$ cat config.mk
export PLATFORM = sky130hd
export DESIGN_NAME = pipe_stage_reg
export DESIGN_NICKNAME = d
export VERILOG_FILES = /design/src/rtl/pipe_pkg.sv /design/src/rtl/load_reg.sv /design/src/rtl/pipe_stage_reg.sv
export SDC_FILE = /design/constraint.sdc
export NUM_CORES = 1
export LEC_CHECK = 0
export CAP_MARGIN = 5
export CORE_ASPECT_RATIO = 0.8
export CORE_MARGIN = 10
export CORE_UTILIZATION = 53
export CTS_CLUSTER_DIAMETER = 40
export DETAILED_ROUTE_END_ITERATION = 10
export PLACE_DENSITY = 0.84
export SLEW_MARGIN = 20
export SYNTH_ARGS = -nofsm -noshare
export SYNTH_HDL_FRONTEND = slang
export SYNTH_SLANG_ARGS = --single-unit
$ cat constraint.sdc
create_clock -name clk -period 4.1 [get_ports clk]
set_input_delay 0.82 -clock clk [delete_from_list [all_inputs] [get_ports clk]]
set_output_delay 0.82 -clock clk [all_outputs]
set_load 0.02 [all_outputs]
$ cat src/rtl/pipe_pkg.sv
// Shared definitions for femtoRV32 pipeline stage registers: occupancy state encodings
// and the default datapath width.
package pipe_pkg;

  localparam int unsigned XLEN = 32;

  typedef enum logic [1:0] {
    ST_EMPTY = 2'd0,
    ST_BUSY  = 2'd1,
    ST_FULL  = 2'd2
  } state_e;

endpackage

$ cat src/rtl/load_reg.sv
// Plain n-bit register with synchronous active-high reset and load enable.
module load_reg #(
  parameter int unsigned        WIDTH   = 32,
  parameter logic [WIDTH-1:0]   RST_VAL = '0
) (
  input  logic             i_clk,
  input  logic             i_rst,
  input  logic             i_en,
  input  logic [WIDTH-1:0] i_d,
  output logic [WIDTH-1:0] o_q
);

  logic [WIDTH-1:0] r_q;

  always_ff @(posedge i_clk) begin
    if (i_rst) begin
      r_q <= RST_VAL;
    end else if (i_en) begin
      r_q <= i_d;
    end
  end

  assign o_q = r_q;

endmodule

$ cat src/rtl/pipe_stage_reg.sv
// Pipeline stage register with valid/ready handshake and a one-entry skid buffer so that
// in_ready can be registered without losing throughput.
module pipe_stage_reg
  import pipe_pkg::*;
#(
  parameter int unsigned      WIDTH   = XLEN,
  parameter logic [WIDTH-1:0] RST_VAL = '0
) (
  input  logic             clk,
  input  logic             rst,
  input  logic             flush,
  input  logic             in_valid,
  output logic             in_ready,
  input  logic [WIDTH-1:0] in_data,
  output logic             out_valid,
  input  logic             out_ready,
  output logic [WIDTH-1:0] out_data,
  output logic [1:0]       count
);

  state_e           r_state;
  state_e           w_state_nxt;
  logic             r_in_ready;
  logic             r_out_valid;
  logic             w_accept;
  logic             w_drain;
  logic             w_main_en;
  logic             w_main_sel_skid;
  logic             w_skid_en;
  logic [WIDTH-1:0] w_main_d;
  logic [WIDTH-1:0] w_main_q;
  logic [WIDTH-1:0] w_skid_q;

  assign w_accept = in_valid & r_in_ready;
  assign w_drain  = r_out_valid & out_ready;

  // Flush only clears occupancy; data registers keep their contents.
  always_comb begin
    w_state_nxt     = r_state;
    w_main_en       = 1'b0;
    w_main_sel_skid = 1'b0;
    w_skid_en       = 1'b0;
    if (flush) begin
      w_state_nxt = ST_EMPTY;
    end else begin
      unique case (r_state)
        ST_EMPTY: begin
          if (w_accept) begin
            w_main_en   = 1'b1;
            w_state_nxt = ST_BUSY;
          end
        end
        ST_BUSY: begin
          if (w_accept && !w_drain) begin
            w_skid_en   = 1'b1;
            w_state_nxt = ST_FULL;
          end else if (w_accept && w_drain) begin
            w_main_en   = 1'b1;
          end else if (w_drain) begin
            w_state_nxt = ST_EMPTY;
          end
        end
        ST_FULL: begin
          if (w_drain) begin
            w_main_en       = 1'b1;
            w_main_sel_skid = 1'b1;
            w_state_nxt     = ST_BUSY;
          end
        end
        default: w_state_nxt = ST_EMPTY;
      endcase
    end
  end

  assign w_main_d = w_main_sel_skid ? w_skid_q : in_data;

  // Handshake flags are registered copies of the next-state decode, keeping
  // out_ready -> in_ready free of combinational paths.
  always_ff @(posedge clk) begin
    if (rst) begin
      r_state     <= ST_EMPTY;
      r_in_ready  <= 1'b1;
      r_out_valid <= 1'b0;
    end else begin
      r_state     <= w_state_nxt;
      r_in_ready  <= (w_state_nxt != ST_FULL);
      r_out_valid <= (w_state_nxt != ST_EMPTY);
    end
  end

  load_reg #(
    .WIDTH   (WIDTH),
    .RST_VAL (RST_VAL)
  ) u_main (
    .i_clk (clk),
    .i_rst (rst),
    .i_en  (w_main_en),
    .i_d   (w_main_d),
    .o_q   (w_main_q)
  );

  load_reg #(
    .WIDTH   (WIDTH),
    .RST_VAL (RST_VAL)
  ) u_skid (
    .i_clk (clk),
    .i_rst (rst),
    .i_en  (w_skid_en),
    .i_d   (in_data),
    .o_q   (w_skid_q)
  );

  assign in_ready  = r_in_ready;
  assign out_valid = r_out_valid;
  assign out_data  = w_main_q;
  assign count     = r_state;

endmodule

Word-level counts from Yosys, hierarchy flattened
Cells that the tools add are included.
{ "classes": {"muxes": 19, "eq_ne": 3, "bitwise": 2, "reduce_logical": 5} }
{ "ops": {"columns": ["operator", "count"], "rows": [
  ["$mux W32", 1],
  ["$mux W2", 6],
  ["$mux W1", 10],
  ["$pmux W2 S3", 1],
  ["$pmux W1 S3", 1],
  ["$and A1 B1 Y1", 2],
  ["$eq A2 B1 Y1 const B", 1],
  ["$eq A2 B2 Y1 const B", 1],
  ["$logic_and A1 B1 Y1", 2],
  ["$logic_not A2 Y1", 1],
  ["$ne A2 B2 Y1 const B", 1],
  ["$reduce_bool A2 Y1", 1],
  ["$logic_not A1 Y1", 1]
]} }
{ "totals": {"out_inout_bits": 36, "inputBits": 37, "reg_bits": 68} }

Depth between registers and ports, before layout
Gate-level depths: netlist of the first run.
{ "depth": {"depth_word": 7, "ltp_mapped": 6, "depth_no_buf": 4} }

Modules after synthesis
A second synthesis of the first run with hierarchy kept.
{ "unflattened": {"hier_cells": 265, "area_unflattened_um2": 3085.5} }
{ "modules_own_cells": {"columns": ["module", "instances", "area_per_inst_um2", "cells_per_inst"], "rows": [
  ["load_reg", 2, 1163.6, 103],
  ["pipe_stage_reg", 1, 758.2, 59]
]} }

Least setup slack after synthesis of the first run
No wires, ideal clock.
{ "synth_path": {"path_kind": "input port to flip-flop", "startpoint": "in flush", "endpoint": "reg u_skid.r_q[10], in the netlist u_skid.o_q[10]", "t_required_ps": 3968, "path_stages": 6, "arrival_time_ps": 1781, "path_buffers": 3, "slack_ps": 2187, "cell_sequence": "buf_2 > or3_1 > buf_2 > buf_2 > nand2_1 > a21oi_1"} }
{ "synth_via": {"elab_chain_cells": 1} }
{ "synth_lines": {"columns": ["item", "line", "rtl"], "rows": [
  ["from (decl)", "pipe_stage_reg.sv:11", "input logic flush,"],
  ["$mux W1", "pipe_stage_reg.sv:43", "if (flush) begin"],
  ["to (signal assigned)", "load_reg.sv:19", "r_q <= i_d;"],
  ["to (decl)", "load_reg.sv:13", "logic [WIDTH-1:0] r_q;"]
]} }
Every way passes these cells.
A chain may end at the register's enable or synchronous reset.

Worst setup path in the final report of the first run
{ "layout_path": {"startpoint": "in flush", "endpoint": "reg u_main.r_q[7], in the netlist u_main.o_q[7]"} }
{ "layout_via": {"elab_chain_cells": 2, "word_cells_on_any_way": 3} }
{ "layout_lines": {"columns": ["item", "line", "rtl"], "rows": [
  ["$mux W1", "pipe_stage_reg.sv:43", null],
  ["$mux W32", "pipe_stage_reg.sv:75", "assign w_main_d = w_main_sel_skid ? w_skid_q : in_data;"],
  ["to (signal assigned)", "load_reg.sv:19", null],
  ["to (decl)", "load_reg.sv:13", null]
]} }
Several ways; a longest one is shown, not always the timed one.

==> results of run 1 <==
[state kept, by name, indices dropped and copies added (netlist names)]
| signal | cells |
|---|---|
| out_valid | 1 |
| in_ready | 1 |
| count | 2 |
| u_skid.o_q | 32 |
| u_main.o_q | 32 |
[path summary, 6_finish.rpt]
kind / slack [ns] / end / start
worst max-delay path: 1.52 / u_main.o_q[7] / flush
worst min-delay path: 0.46 / u_skid.o_q[18] / u_skid.o_q[18]
worst max register to register: 2.17 / u_main.o_q[19] / count[1]
worst min register to register: 0.46 / u_skid.o_q[18] / u_skid.o_q[18]
[through the flow]
stage / hold slack [ns] / cell area [µm²] / setup WS, ns / cells
4_1_cts: 0.4576 / 4021 / 1.361 / 456
3_5_place_dp: 0.4467 / 3749 / 1.031 / 440
5_1_grt: 0.4708 / 4023 / 1.396 / 456
3_3_place_gp: 0.4403 / 3749 / 1.055 / 440
2_1_floorplan: 0.4360 / 3069 / 2.187 / 313
6_report: 0.4576 / 4023 / 1.518 / 456
[worst min-delay path: stages, from the launching register on]
cell and delay, ns:
dfxtp_1 0.31, nand2_1 0.05, a21oi_1 0.05
[placed cells by master, fill, tap and decap left out, types with 2 or more instances in the layout]
| master | instances |
|---|---|
| clkbuf_8 | 10 |
| clkinvlp_4 | 2 |
| a221oi_1 | 2 |
| a21oi_1 | 35 |
| nor3_4 | 2 |
| clkdlybuf4s50_1 | 71 |
| buf_4 | 4 |
| dfxtp_1 | 68 |
| bufinv_16 | 4 |
| mux2i_1 | 32 |
| a221oi_2 | 30 |
| nand2_1 | 66 |
| nor2_1 | 35 |
[per-layer routing]
metal  up-vias  GRT usage (%)  wire, µm
li1       1247              -         -
met1      1226          20.15      3471
met2        81          25.54      3596
met3        13          6.750       534
met4         0          5.473        83
met5         -              0         0
[area by class of cell]
class / instances / area share, %
Multi-Input combinational cell: 218 / 38.41
Timing Repair Buffer: 76 / 18.54
Clock buffer: 10 / 3.421
Sequential cell: 68 / 33.84
Tap cell: 78 / 2.426
Clock inverter: 6 / 3.359
[cell families (layout without fill, tap and decap cells)]
family                 count (synthesis)  after routing
DFF                                   68             68
muxes                                 32             32
AOI/OAI and AO/OA                     72             72
buffers and inverters                 27             92
and+or+nand+nor                      114            114
[power groups by stage]
| stage | registers, W | logic [W] | clock network, W |
|---|---|---|---|
| 2_1_floorplan | 0.000752 | 0.000102 | 0 |
| 3_3_place_gp | 0.000723 | 0.000240 | 0 |
| 3_5_place_dp | 0.000723 | 0.000244 | 0 |
| 4_1_cts | 0.000708 | 0.000245 | 0.000748 |
| 5_1_grt | 0.000711 | 0.000260 | 0.000777 |
| 6_report | 0.000708 | 0.000243 | 0.000741 |
==> impl_metrics.py, run 1 <==
metrics = {
    "logic_synthesis": {
        "synth.area.top_cells": "dfxtp_1, a221oi_2, mux2i_1",
        "netlist_area_mm2": 0.003069,
        "yosys.area_share.simple_pct": 17.08,
        "synth_area_per_cell_um2": 9.806,
        "yosysSeqAreaShare_pct": 44.35,
        "synth_seq_cells": 68,
        "synth_nets": 350,
        "post-synth-top-count-cell": "dfxtp_1",
        "synthArstFlopShare_pct": 0,
        "yosysTopAreaCellShare_pct": 44.35,
        "yosys-top-cells-count": "dfxtp_1, nand2_1, a21oi_1, nor2_1, mux2i_1",
        "synth_ff_type": "dfxtp_1",
        "synthAdderAreaFrac_pct": 0,
        "yosysTopAreaCell": "dfxtp_1",
        "synth_edf_count": 0,
        "synthMuxAreaShare_pct": 10.44,
        "yosys_warnings": 0,
        "syn_inst": 313,
        "synth_compound_area_share_pct": 22.38,
        "synth_top_family_by_area": "compound AO/OA/AOI/OAI gates",
        "synth_xor_area_share_pct": 0,
        "ys_types": 30,
    },
    "worst_setup_path": {
        "cp.required_ns": 4.27,
        "cp-end-kind": "flip-flop",
        "startpoint_type": "input pin",
        "crit_buf_inv": 1,
        "crit_family": "compound AO/OA/AOI/OAI gates",
        "cp.arrival_ns": 2.76,
        "slowest_stage": "clkdlybuf4s50_1",
        "reg2reg_depth": 4,
        "crit_type": "in2reg",
        "cp_max_fo": 32,
        "crit_cells": 3,
        "crit_chain": "clkdlybuf4s50_1, a21o_2, a221oi_1",
        "max_stage_delay_ns": 0.87,
    },
    "sta": {
        "setup_violations": 0,
        "relSlewSlack_pct": 32.79,
        "min_period_ns": 2.582,
        "skew_ns": 0.006278,
        "fmaxAchievable_mhz": 387.2,
        "worstMarginPinSlew_ns": 1.008,
        "rsz0062_at_grt": "no",
        "tns_ns": 0,
        "period_share_pct": 62.98,
        "final_hold_viol_count": 0,
        "finalMaxSlewViolations": 0,
    },
    "outcome": {
        "status": "completed",
    },
    "pwr": {
        "p_leak_nw": 1.311,
        "p_sw_w": 0.0004051,
        "combPwrFrac_pct": 14.3,
        "total_power_w": 0.001693,
        "power-per-cell-area_mw_per_mm2": 420.8,
        "irDropWorstVdd_mv": 0.2795,
        "p_sw_share_pct": 23.94,
        "clockPowerShare_pct": 43.8,
        "p_int_w": 0.001287,
        "pwr-share-seq_pct": 41.9,
    },
    "clock_tree": {
        "cts_root_buf": "clkbuf_8",
        "post_cts_buffers": 0,
        "cts_resized": 0,
        "clk_pin_slew_ns": 0.07,
        "clock_path_buffers": 2,
        "clkSinkCount": 68,
        "cts_made_buffers": 9,
        "cts_hold_buffers": 0,
        "htreeDepth": 3,
        "tritoncts": "yes",
        "clock_latency_ns": 0.34,
    },
    "final_layout": {
        "fin_util_pct": 72.80,
        "fillers": 393,
        "regArea_mm2": 0.001361,
        "multiInputGateArea_mm2": 0.001545,
        "drive_above_1_share_pct": 15.87,
        "diodes": 0,
        "final_nets": 410,
        "area_delta_synth_final_pct": 31.06,
    },
    "min_path": {
        "worst_hold_path_type": "reg2reg",
        "min_path_cells": 2,
    },
    "placed_design": {
        "place_congestion": 0.7600,
        "hpwl_mm": 5.010,
        "port_buffers": 72,
    },
    "routing": {
        "drt_wl_total_mm": 7.684,
        "drt-wirelength-per-cell_um": 16.85,
        "ant_nets": 0,
        "drt_first_pass_iters": 4,
        "drt_iter0_markers": 169,
        "vias_per_cell": 5.629,
        "drc": 0,
        "vias": 2567,
    },
    "global_routing": {
        "grt_pass1_wl_mm": 12.46,
        "grt.overflow.total": 0,
        "grt_pass1_vias": 2522,
        "grtUsageTotal_pct": 16.35,
        "grt_max_degree": 39,
        "antenna_found_initial": 0,
    },
    "floorplan": {
        "boundaryPins": 73,
        "dieArea_mm2": 0.009254,
        "die_y_um": 88.07,
        "core_area_mm2": 0.005525,
        "die_x_um": 105.1,
        "num_rows": 24,
        "start_util_pct": 55.55,
    },
    "flow_run": {
        "drv_cap": 0,
    },
}
No activity file was read; power rests on OpenSTA's default activity.
==> run 2: changes to the inputs <==
--- a/config.mk
+++ b/config.mk
@@ -8,10 +8,10 @@
 export CAP_MARGIN = 5
 export CORE_ASPECT_RATIO = 0.8
 export CORE_MARGIN = 10
-export CORE_UTILIZATION = 53
+export CORE_UTILIZATION = 49
 export CTS_CLUSTER_DIAMETER = 40
 export DETAILED_ROUTE_END_ITERATION = 10
-export PLACE_DENSITY = 0.84
+export PLACE_DENSITY = 0.79
 export SLEW_MARGIN = 20
 export SYNTH_ARGS = -nofsm -noshare
 export SYNTH_HDL_FRONTEND = slang
==> constraint.sdc (replaced) <==
create_clock -name clk -period 2.55 [get_ports clk]
set_input_delay 0.51 -clock clk [delete_from_list [all_inputs] [get_ports clk]]
set_output_delay 0.51 -clock clk [all_outputs]
set_load 0.02 [all_outputs]
==> run 2 against run 1 <==
Via count fell by 1.4%. Total power rose by 42%. Largest power group is now registers. Sequential share of layout area fell by 0.17 points. Non-clock buffer count rose by 7. Flip-flop and latch count did not move. Critical path type is now reg2out. Register-to-register slack got worse by 1.3 ns. Critical endpoint is now count[1].
==> impl_metrics.py, run 2 (same netlist as run 1, synthesis figures left out) <==
metrics = {
    "sta": {
        "finalMaxSlewViolations": 0,
        "worstMarginPinSlew_ns": 0.6817,
        "skew_ns": 0.006219,
        "fin_ws_ns": 0.5253,
        "min_period_ns": 2.025,
        "period_share_pct": 79.40,
        "setup_violations": 0,
        "relSlewSlack_pct": 54.55,
        "tns_ns": 0,
        "fmaxAchievable_mhz": 493.9,
        "final_hold_viol_count": 0,
        "rsz0062_at_grt": "no",
    },
    "global_routing": {
        "gr-usage-met1_pct": 19.13,
        "use_met3_pct": 6.847,
        "grt-busiest-layer": "met2",
        "grt_pass1_vias": 2660,
        "grtUsageTotal_pct": 15.92,
        "grt_pass1_wl_mm": 12.87,
        "grt_max_degree": 33,
        "met2_usage_pct": 25.15,
        "grt.overflow.total": 0,
        "antenna_found_initial": 0,
    },
    "pwr": {
        "power-per-cell-area_mw_per_mm2": 594.7,
        "irDropWorstVdd_mv": 0.3259,
        "p_sw_share_pct": 25.43,
        "combPwrFrac_pct": 16.6,
        "pwr-share-seq_pct": 47.4,
        "p_sw_w": 0.0006115,
        "p_int_w": 0.001793,
        "clockPowerShare_pct": 36.0,
        "p_leak_nw": 1.332,
    },
    "final_layout": {
        "final_common_cell": "clkdlybuf4s50_1",
        "diodes": 0,
        "area_delta_synth_final_pct": 31.72,
        "fillers": 517,
        "multiInputGateArea_mm2": 0.001544,
        "regArea_mm2": 0.001361,
        "mostFrequentLayoutCells": "clkdlybuf4s50_1, dfxtp_1, nand2_1",
        "final_nets": 417,
        "drive_above_1_share_pct": 16.62,
    },
    "routing": {
        "drt-wirelength-per-cell_um": 16.52,
        "vias": 2530,
        "drt_first_pass_iters": 4,
        "ant_nets": 0,
        "drt_wl_total_mm": 7.697,
        "vias_per_cell": 5.429,
        "drc": 0,
        "drt_iter0_markers": 99,
    },
    "worst_setup_path": {
        "slowest_stage": "clkdlybuf4s50_1",
        "worstSetupStartpoint": "count[1]",
        "r2r_setup_slack_ns": 0.88,
        "cp.arrival_ns": 1.51,
        "crit_chain": "clkdlybuf4s50_1",
        "r2r_start": "count[1]",
        "reg2reg_depth": 5,
        "cp.required_ns": 2.04,
        "max_stage_delay_ns": 0.68,
        "crit_buf_inv": 1,
        "crit_family": "buffers and inverters",
        "crit_cells": 1,
        "cp-end-kind": "output port",
        "worstSetupEndpoint": "count[1]",
        "reg2reg_to": "u_main.o_q[24]",
        "startpoint_type": "flip-flop",
        "cp_max_fo": 8,
        "crit_type": "reg2out",
    },
    "clock_tree": {
        "clock_latency_ns": 0.34,
        "htreeDepth": 3,
        "cts_hold_buffers": 0,
        "clock_path_buffers": 2,
        "cts_resized": 0,
        "clkSinkCount": 68,
        "tritoncts": "yes",
        "cts_made_buffers": 9,
        "cts_root_buf": "clkbuf_8",
        "post_cts_buffers": 0,
        "clk_pin_slew_ns": 0.07,
    },
    "placed_design": {
        "place_congestion": 0.7694,
        "port_buffers": 72,
        "hpwl_mm": 5.125,
        "preCtsSetupSlack_ns": 0.3102,
    },
    "min_path": {
        "worst_hold_path_type": "reg2reg",
        "hold_start": "u_skid.o_q[21]",
    },
    "floorplan": {
        "die_x_um": 108.5,
        "dieArea_mm2": 0.009849,
        "start_util_pct": 51.10,
        "die_y_um": 90.79,
        "num_rows": 25,
        "boundaryPins": 73,
        "core_area_mm2": 0.006006,
    },
    "flow_run": {
        "drv_cap": 0,
    },
    "outcome": {
        "status": "completed",
    },
}
run 2: cell count changes in the layout (fill, tap and decap cells not counted):
cell        before  now
buf_12           0    3
buf_4            4    8
bufinv_16        4    0
clkbuf_1         0    2
clkbuf_8        10   14
clkinvlp_4       2    0
or3_1            0    1
or3_2            1    0
run 2: worst min path at each step:
| stage | to | slack, ns | depth (start not counted) |
|---|---|---|---|
| after floorplan | u_skid.o_q[0] | 0.44 | 2 |
| after global placement | u_skid.o_q[8] | 0.44 | 2 |
| after detailed placement | u_skid.o_q[21] | 0.45 | 2 |
| after CTS | u_skid.o_q[21] | 0.46 | 2 |
| after global routing | u_skid.o_q[19] | 0.47 | 2 |
| final | u_skid.o_q[21] | 0.45 | 2 |
run 2: metrics by stage:
step / power, W / utilization, % / area [µm²] / hold WS [ns] / cells
after floorplan: 0.001374 / - / 3069 / 0.4360 / 313
after global placement: 0.001560 / 63.98 / 3842 / 0.4407 / 450
after detailed placement: 0.001567 / 63.98 / 3842 / 0.4465 / 450
after CTS: 0.002430 / 67.31 / 4043 / 0.4556 / 466
after global routing: 0.002522 / 67.31 / 4043 / 0.4729 / 466
final: 0.002404 / 67.31 / 4043 / 0.4531 / 466
run 2: metal layers:
metal | wire length (µm) | share of wire (%)
met3 | 560 | 7.3
met2 | 3528 | 46
met1 | 3529 | 46
met5 | 0 | 0
met4 | 78 | 1.0
run 2: power groups by stage:
| stage | Combinational (W) | Sequential [W] | Clock (W) |
|---|---|---|---|
| CTS | 0.000404 | 0.00114 | 0.000886 |
| global route | 0.000431 | 0.00114 | 0.000946 |
| detailed placement | 0.000403 | 0.00116 | 0 |
| global placement | 0.000397 | 0.00116 | 0 |
| floorplan | 0.000165 | 0.00121 | 0 |
| finish | 0.000400 | 0.00114 | 0.000865 |
run 2: tightest hold or removal path: cells and delay by family, from the launching register on:
kind | cells | cell delay [ns]
simple gates | 1 | 0.05
compound gates | 1 | 0.05
flops | 1 | 0.31
run 2: cell type report:
cell class              instances  share of cell area, %
multi-input cells             218                  38.19
flip-flops and latches         68                  33.67
repair buffers                 83                  20.67
clock buffers                  16                  4.952
well taps                      81                  2.507
==> run 3: changes to the inputs <==
--- a/config.mk
+++ b/config.mk
@@ -8,10 +8,10 @@
 export CAP_MARGIN = 5
 export CORE_ASPECT_RATIO = 0.8
 export CORE_MARGIN = 10
-export CORE_UTILIZATION = 49
+export CORE_UTILIZATION = 45
 export CTS_CLUSTER_DIAMETER = 40
 export DETAILED_ROUTE_END_ITERATION = 10
-export PLACE_DENSITY = 0.79
+export PLACE_DENSITY = 0.76
 export SLEW_MARGIN = 20
 export SYNTH_ARGS = -nofsm -noshare
 export SYNTH_HDL_FRONTEND = slang
==> constraint.sdc (replaced) <==
create_clock -name clk -period 1.8 [get_ports clk]
set_input_delay 0.36 -clock clk [delete_from_list [all_inputs] [get_ports clk]]
set_output_delay 0.36 -clock clk [all_outputs]
set_load 0.02 [all_outputs]
==> run 3 against run 2 <==
Register-to-register slack worse by 0.60 ns. Sequential share of layout area down 1.3 points. Clock skew down 0.00050 ns. Cell area up 4.1%. Sequential power up 42%. Worst hold slack better by 0.0039 ns. Total power up 41%. Non-clock buffer count up 8. Core utilization down 2.6 points. Global-route usage down 1.0 points. Count of clock-buffer cells in the layout down 2.
==> impl_metrics.py, run 3 (same netlist as run 1, synthesis figures left out) <==
metrics = {
    "outcome": {
        "status": "completed",
    },
    "pwr": {
        "power-per-cell-area_mw_per_mm2": 803.4,
        "irDropWorstVdd_mv": 0.5258,
        "p_leak_nw": 1.429,
    },
    "final_layout": {
        "mostFrequentLayoutCells": "dfxtp_1, clkdlybuf4s50_1, nand2_1",
        "drive_above_1_share_pct": 18.37,
        "final_nets": 425,
        "area_delta_synth_final_pct": 37.14,
        "final_common_cell": "dfxtp_1",
        "fin_cells": 476,
        "fillers": 526,
        "fin_area_mm2": 0.004209,
        "diodes": 0,
    },
    "routing": {
        "ant_nets": 0,
        "drt_first_pass_iters": 7,
        "met3_length_um": 498,
        "wl_met1_mm": 3.640,
        "vias_per_cell": 5.334,
        "drc": 0,
        "vias": 2539,
        "top_layer_used": "met4",
        "drt-wirelength-per-cell_um": 16.43,
        "drt_iter0_markers": 137,
        "drt_wl_total_mm": 7.819,
        "wl_met2_mm": 3.660,
    },
    "floorplan": {
        "boundaryPins": 73,
        "core_area_mm2": 0.006506,
        "dieArea_mm2": 0.01054,
        "die_y_um": 93.87,
        "start_util_pct": 47.17,
        "num_rows": 26,
        "die_x_um": 112.3,
    },
    "min_path": {
        "worst_hold_path_type": "reg2reg",
        "min_path_cells": 2,
    },
    "worst_setup_path": {
        "crit_buf_inv": 1,
        "crit_family": "buffers and inverters",
        "crit_type": "reg2out",
        "cp.arrival_ns": 1.33,
        "reg2reg_depth": 5,
        "startpoint_type": "flip-flop",
        "cp.required_ns": 1.44,
        "max_stage_delay_ns": 0.64,
        "cp-end-kind": "output port",
        "slowest_stage": "clkdlybuf4s50_1",
        "cp_max_fo": 2,
        "crit_chain": "clkdlybuf4s50_1",
        "crit_cells": 1,
    },
    "flow_run": {
        "drv_cap": 0,
    },
    "sta": {
        "skew_ns": 0.005717,
        "worstMarginPinSlew_ns": 0.5155,
        "rsz0062_at_grt": "no",
        "final_hold_viol_count": 0,
        "setup_violations": 0,
        "relSlewSlack_pct": 65.63,
        "min_period_ns": 1.689,
        "tns_ns": 0,
        "fmaxAchievable_mhz": 592.0,
        "finalMaxSlewViolations": 0,
        "period_share_pct": 93.84,
    },
    "global_routing": {
        "grt.overflow.total": 0,
        "grt_pass1_vias": 2582,
        "antenna_found_initial": 0,
        "grtUsageTotal_pct": 14.91,
        "grt_pass1_wl_mm": 13.03,
        "grt_max_degree": 33,
    },
    "clock_tree": {
        "cts_made_buffers": 9,
        "clk_pin_slew_ns": 0.07,
        "clock_path_buffers": 2,
        "clock_latency_ns": 0.33,
        "tritoncts": "yes",
        "clkSinkCount": 68,
        "cts_root_buf": "clkbuf_8",
        "htreeDepth": 3,
        "post_cts_buffers": 0,
    },
    "placed_design": {
        "place_area_mm2": 0.004019,
        "dp_cells": 461,
        "hpwl_mm": 5.442,
        "port_buffers": 72,
        "place_congestion": 0.7670,
    },
}
## run 3: path summary, 6_finish.rpt
check / start / endpoint / slack, ns
setup / recovery: u_main.o_q[25] / out_data[25] / 0.11
hold / removal: u_skid.o_q[18] / u_skid.o_q[18] / 0.46
setup reg to reg: count[1] / u_main.o_q[25] / 0.28
hold reg to reg: u_skid.o_q[18] / u_skid.o_q[18] / 0.46
## run 3: power by group
group	internal, W	switching [W]	leakage [nW]
Clock	0.000642	0.000522	0.0986
Sequential	0.00157	0.0000437	0.555
Combinational	0.000300	0.000299	0.776
Total	0.00252	0.000865	1.43
## run 3: final cells by class
cell class              count  area (µm²)  area share, %
flip-flops and latches     68        1361          32.34
clock buffers              14       182.7          4.340
well taps                  84       105.1          2.497
repair buffers             91        1011          24.02
multi-input cells         218        1544          36.68
clock inverters             1       5.005         0.1189
## run 3: per-layer routing
metal	vias to the layer above	GRT usage (%)
met3	2	5.364
met5	-	0
met4	0	3.797
met1	1190	18.71
li1	1266	-
met2	81	23.75
## run 3: per-stage QoR
step,total power [W],setup WS [ns],hold slack (ns),util (%)
detailed placement,0.002254,-0.1561,0.4467,61.77
global route,0.003523,0.04532,0.4679,64.69
finish,0.003381,0.1108,0.4570,64.69
global placement,0.002244,-0.1420,0.4411,61.77
CTS,0.003417,0.01236,0.4558,64.62
floorplan,0.001947,0.2201,0.4360,-
## run 3: repair_timing
item,in CTS,in global routing
hold buffers,0,0
gates resized for setup,2,2
endpoints found under the setup margin,2,2
